## src/rtl/sipo_frame_ctrl.sv

```systemverilog
// Serial-in/parallel-out frame controller: gathers WIDTH qualified serial bits,
// then holds the assembled word on a valid/ready port until it is accepted.
module sipo_frame_ctrl #(
    parameter int WIDTH     = 4,
    parameter bit MSB_FIRST = 1'b1,
    localparam int CW       = $clog2(WIDTH + 1)
) (
    input  logic             clk,
    input  logic             clr,
    input  logic             start,
    input  logic             sin,
    input  logic             sin_en,
    output logic [WIDTH-1:0] q,
    output logic             q_valid,
    input  logic             q_ready,
    output logic             busy,
    output logic [CW-1:0]    bit_cnt,
    output logic             overrun
);

    localparam logic [1:0] ST_IDLE  = 2'd0;
    localparam logic [1:0] ST_SHIFT = 2'd1;
    localparam logic [1:0] ST_HOLD  = 2'd2;

    logic [1:0]       state_r;
    logic [WIDTH-1:0] shift_r;

    logic [1:0]       state_s;
    logic [WIDTH-1:0] shift_s;
    logic [WIDTH-1:0] shifted_s;
    logic [WIDTH-1:0] q_s;
    logic             q_valid_s;
    logic             busy_s;
    logic [CW-1:0]    bit_cnt_s;
    logic             overrun_s;

    // Shift register contents after taking in the current serial bit
    always_comb begin
        if (MSB_FIRST) begin
            shifted_s = {shift_r[WIDTH-2:0], sin};
        end else begin
            shifted_s = {sin, shift_r[WIDTH-1:1]};
        end
    end

    // Next-state and next-output logic for the frame sequencer
    always_comb begin
        state_s   = state_r;
        shift_s   = shift_r;
        q_s       = q;
        q_valid_s = q_valid;
        bit_cnt_s = bit_cnt;
        overrun_s = overrun;
        case (state_r)
            ST_IDLE: begin
                if (start) begin
                    state_s   = ST_SHIFT;
                    shift_s   = {WIDTH{1'b0}};
                    bit_cnt_s = {CW{1'b0}};
                end else begin
                    state_s   = ST_IDLE;
                end
            end
            ST_SHIFT: begin
                if (sin_en) begin
                    shift_s = shifted_s;
                    // Last bit of the word: publish it in the same edge
                    if (bit_cnt == CW'(WIDTH - 1)) begin
                        q_s       = shifted_s;
                        q_valid_s = 1'b1;
                        bit_cnt_s = CW'(WIDTH);
                        state_s   = ST_HOLD;
                    end else begin
                        bit_cnt_s = bit_cnt + CW'(1);
                    end
                end else begin
                    state_s = ST_SHIFT;
                end
            end
            ST_HOLD: begin
                if (sin_en) begin
                    overrun_s = 1'b1;
                end else begin
                    overrun_s = overrun;
                end
                if (q_ready) begin
                    q_valid_s = 1'b0;
                    bit_cnt_s = {CW{1'b0}};
                    if (start) begin
                        state_s = ST_SHIFT;
                        shift_s = {WIDTH{1'b0}};
                    end else begin
                        state_s = ST_IDLE;
                    end
                end else begin
                    state_s = ST_HOLD;
                end
            end
            default: begin
                state_s   = ST_IDLE;
                q_valid_s = 1'b0;
                bit_cnt_s = {CW{1'b0}};
            end
        endcase
        busy_s = (state_s != ST_IDLE);
    end

    // State and registered outputs, with synchronous active-low clear
    always_ff @(posedge clk) begin
        if (!clr) begin
            state_r <= ST_IDLE;
            shift_r <= {WIDTH{1'b0}};
            q       <= {WIDTH{1'b0}};
            q_valid <= 1'b0;
            busy    <= 1'b0;
            bit_cnt <= {CW{1'b0}};
            overrun <= 1'b0;
        end else begin
            state_r <= state_s;
            shift_r <= shift_s;
            q       <= q_s;
            q_valid <= q_valid_s;
            busy    <= busy_s;
            bit_cnt <= bit_cnt_s;
            overrun <= overrun_s;
        end
    end

endmodule

```

## config.mk

```make
export PLATFORM = sky130hd
export DESIGN_NAME = sipo_frame_ctrl
export DESIGN_NICKNAME = d
export VERILOG_FILES = /design/src/rtl/sipo_frame_ctrl.sv
export SDC_FILE = /design/constraint.sdc
export NUM_CORES = 1
export LEC_CHECK = 0
export CORE_MARGIN = 4
export CORE_UTILIZATION = 50
export CTS_CLUSTER_SIZE = 25
export DETAILED_ROUTE_END_ITERATION = 12
export PLACE_DENSITY = 0.75
export REMOVE_ABC_BUFFERS = 1
export SLEW_MARGIN = 15
export SYNTH_ARGS = -nofsm -noshare
export SYNTH_HDL_FRONTEND = slang
export SYNTH_SLANG_ARGS = --single-unit
```

## constraint.sdc

```tcl
create_clock -name clk -period 1.8 [get_ports clk]
set_input_delay 0.54 -clock clk [delete_from_list [all_inputs] [get_ports clk]]
set_output_delay 0.54 -clock clk [all_outputs]
set_load 0.02 [all_outputs]
```

Word level (Yosys, flattened, before mapping). Cells that the tools add are included. Widths: inputs -> output; s select.

Bits in registers: 16. Input port bits: 6. Output and inout port bits: 10. Word-level logic and storage cells: 42.

$add $sub $neg: 1. Equal/unequal tests: 7. Muxes and demuxes: 18. Bitwise logic cells: 1. Reduce and logical (&&, ||, !) cells: 8.

Operators with widths (number): $mux 3 (4); $mux 4 (3); $pmux 4 s3 (1); $pmux 3 s3 (1); $reduce_and 3->1 (3); $ne 2x2->1 const B (4); $mux 2 (3); $pmux 2 s3 (1); $mux 1 (4); $reduce_and 4->1 (1); $add 3x1->3 const B (1); $eq 3x2->1 const B (1); $pmux 1 s3 (1); $reduce_bool 3->1 (1); $eq 2x1->1 const B (1); $eq 2x2->1 const B (1); $logic_not 2->1 (1); $reduce_and 2->1 (1); $reduce_bool 2->1 (1); $not 1->1 (1).

Logic depth before layout (Yosys ltp).
Depth in word-level cells: 5. Gate-level depth with buffers: 5. Depth with buffers taken out: 5.

Worst setup path before layout. Ideal clock, no wire load.

Path type: register to register. Start point: register bit_cnt[0]. End point: register q[0]. Library setup time: 0.121 ns. Arrival time: 1.232 ns. Data required time: 1.679 ns. Setup slack: 0.447 ns. Cell stages (with the launch flop): 6. Buffers on the path: 0. Clock period less this slack: 1.353 ns. Cell sequence: dfxtp_1 -> ha_1 -> ha_1 -> nand4b_4 -> mux2i_1 -> nor2_1.

Longest elaborated chain between the ends: 2.

Ends and longest elaborated chain: start, declared (RTL line 17) `output logic [CW-1:0] bit_cnt,`; start signal, assigned (RTL line 116) `bit_cnt <= {CW{1'b0}};`; start signal, assigned (RTL line 124) `bit_cnt <= bit_cnt_s;`; $eq 3x2->1 (RTL line 68) `if (bit_cnt == CW'(WIDTH - 1)) begin`; $reduce_and 3->1 (no line); end signal, assigned (RTL line 113) `q <= {WIDTH{1'b0}};`; end signal, assigned (RTL line 121) `q <= q_s;`; end, declared (RTL line 13) `output logic [WIDTH-1:0] q,`.

Every way passes these cells. A chain may end at the register's enable or synchronous reset.

Worst setup path in the final report.
Start point: register busy. End point: output port busy.

RTL lines: start, declared (RTL line 16) `output logic busy,`; start signal, assigned (RTL line 123) `busy <= busy_s;`.

No word-level cell between the ends.

==> run_results.csv <==
group,metric,value,unit
run_status,outcome,"complete, no violations",
clock_network,ctsLongestPathBuffers,2,
setup_path,cp_slowest_cell,"clkdlybuf4s50_1",
setup_path,path_buf_inv,1,
sta,worst_slew_pin_slew,450,ps
detailed_routing,vias,550,
placed_design,dp_hpwl,1.01,mm
cells_and_area,mostFrequentLayoutCell,"dfxtp_1",
global_routing,grt_pass1_wl,2.35,mm
min_path,min_from,"q_valid",
sta,setup-violations-final,0,
detailed_routing,drc_errors,0,
setup_path,worstSetupPathType,"reg -> out",
sta,relSlewSlack,0.699,
min_path,hold_path_class,"reg -> reg",
setup_path,r2r_slack,480,ps
power,leakagePower,0.518,nW
sta,fin_crit,1730,ps
setup_path,r2r_start,"bit_cnt[0]",
cells_and_area,multiInputGateArea,375,sq um
setup_path,crit_start,"busy",
setup_path,cp_top_family,"buffers and inverters",
cells_and_area,area_growth,25.3,%
floorplan,die_w,46.1,um
cells_and_area,drive_gt1_frac,0.135,
sta,hold_viol,0,
run,drv_cap,0,
sta,layout_setup_ws,68.1,ps
detailed_routing,antenna_left,0,
clock_network,post_cts_buffers,0,
setup_path,cp_max_fo,1,
power,powerDensity,677,nW/um^2
logic_synthesis,yosys_warnings,0,
detailed_routing,drtIter0Drc,10,
detailed_routing,wirelength,1.36,mm
setup_path,r2r_cells,5,
clock_network,cts_made_buffers,3,
global_routing,grtUsageTotal,0.160,
sta,tns,0,ps
sta,clock_skew,4.34,ps
floorplan,rows,13,
power,vdd_drop_max,401,uV
floorplan,core,1330,sq um
clock_network,clk_pin_slew,90,ps
placed_design,place_inst,100,
floorplan,start_util,0.544,
clock_network,clk_latency,290,ps
placed_design,gp_congestion,0.769,
setup_path,crit_path_end_kind,"output port",
logic_synthesis,synth_cell_types,29,
sta,finalCritPeriodShare,0.962,
cells_and_area,layout_common_cells,"dfxtp_1 (15), nand2_1 (9), mux2i_1 (7)",
cells_and_area,post-route-util,0.682,
global_routing,overflow,0,
global_routing,antenna_found_initial,0,
detailed_routing,drtPass1Iterations,3,
floorplan,die_h,46.1,um
logic_synthesis,ys_ff_latch,15,
global_routing,grt_max_degree,11,
min_path,min_path_cells,2,
setup_path,cp_slowest_stage_delay,590,ps
setup_path,r2r-end,"q[0]",
sta,fmax,577,MHz
clock_network,cts_tree,"built",
logic_synthesis,ys_seq_area_frac,0.414,
setup_path,cp_cell_sequence,"clkdlybuf4s50_1",
floorplan,dieArea,2120,sq um
logic_synthesis,synthCells,73,
floorplan,io_pins,16,
clock_network,cts.sinks,15,
placed_design,io_buffers,15,
detailed_routing,via_per_inst,5.29,
clock_network,cts_max_level,1,
detailed_routing,wl_per_cell,13.1,um
clock_network,clockRootBuffer,"clkbuf_4",
cells_and_area,stdcell_count,104,
setup_path,cp.required,1260,ps
logic_synthesis,avgSynthCellArea,9.94,sq um
global_routing,grt_pass1_vias,546,
sta,maxSlewViolCount,0,
cells_and_area,num_antenna_cells,0,
cells_and_area,num-nets-final,98,
sta,rsz0062_at_grt,"no",
cells_and_area,seqCellArea,300,sq um
min_path,holdPathEnd,"q_valid",
power,finalPower,0.616,mW
logic_synthesis,syn_area,726,sq um
cells_and_area,fillers,113,
setup_path,worstPathArrival,1190,ps
setup_path,start_kind,"flip-flop",
placed_design,preCtsSetupSlack,8.66,ps
## cell families after synthesis
kind of cell               Yosys count  synth area share
AOI/OAI and AO/OA                   15             0.172
adders and majority gates            2            0.0345
buffers and inverters                9            0.0690
DFF                                 15             0.414
muxes                                7            0.0966
and+or+nand+nor                     25             0.214
## layer usage
| metal | GRT usage | vias up | part of all wire |
|---|---|---|---|
| met5 | 0 | - | 0 |
| met4 | 0.136 | 0 | 0.033 |
| met3 | 0.0234 | 5 | 0.043 |
| met2 | 0.228 | 10 | 0.42 |
| met1 | 0.208 | 248 | 0.51 |
| li1 | - | 287 | - |
## power by group
part | switching [mW] | internal [mW] | total [mW]
sequential | 0.00908 | 0.338 | 0.347
combinational | 0.0375 | 0.0352 | 0.0727
clock | 0.114 | 0.0827 | 0.197
## layout make-up
class,count,area share
repair buffers,16,0.186
well taps,15,0.0206
clock buffers,3,0.0248
inverters,5,0.0206
clock inverters,1,0.00550
multi-input cells,49,0.413
flip-flops and latches,15,0.330
## synth_stat cells (all sizes together)
library cell | number | area [sq um]
and3b | 1 | 10.0
a2bb2oi | 1 | 8.76
nand2 | 9 | 33.8
nor2b | 2 | 20.0
and2 | 1 | 6.26
o21ai | 3 | 15.0
nor2 | 5 | 18.8
nor4 | 1 | 6.26
inv | 5 | 18.8
o221a | 1 | 11.3
o21a | 1 | 7.51
a21oi | 4 | 20.0
nand4b | 1 | 23.8
nand2b | 1 | 13.8
ha | 2 | 25.0
nand3 | 1 | 5.00
clkbuf | 1 | 5.00
o22ai | 1 | 6.26
nor3 | 2 | 10.0
o21bai | 1 | 7.51
buf | 3 | 26.3
o32ai | 1 | 27.5
or2b | 1 | 7.51
a221oi | 1 | 15.0
mux2i | 7 | 70.1
a31oi | 1 | 6.26
dfxtp | 15 | 300
## sequential cells by signal, indices dropped and copies added, names as in the netlist
name / cells
q_valid: 1
q: 4
state_r: 2
overrun: 1
bit_cnt: 3
busy: 1
shift_r: 3
## per-stage QoR
step | instance area, sq um | hold WS (ps)
finish | 910 | 455
global route | 910 | 493
CTS | 895 | 464
detailed placement | 871 | 450
global placement | 871 | 443
floorplan | 694 | 431
## timing repair
item / in CTS / in global routing
resized for setup: 3 / 6
endpoints found under the setup margin: 3 / 6
hold buffers: 0 / 0
pin swaps: 0 / 0
## how the worst max path moves through the flow
stage | to | depth (start not counted) | slack, ps
after detailed placement | bit_cnt[2] | 4 | 9
after CTS | q[1] | 1 | 10
after global placement | bit_cnt[2] | 4 | 10
after global routing | busy | 1 | 10
after floorplan | q[0] | 5 | 440
final | busy | 1 | 70
Power figures use the tool's default switching activity.
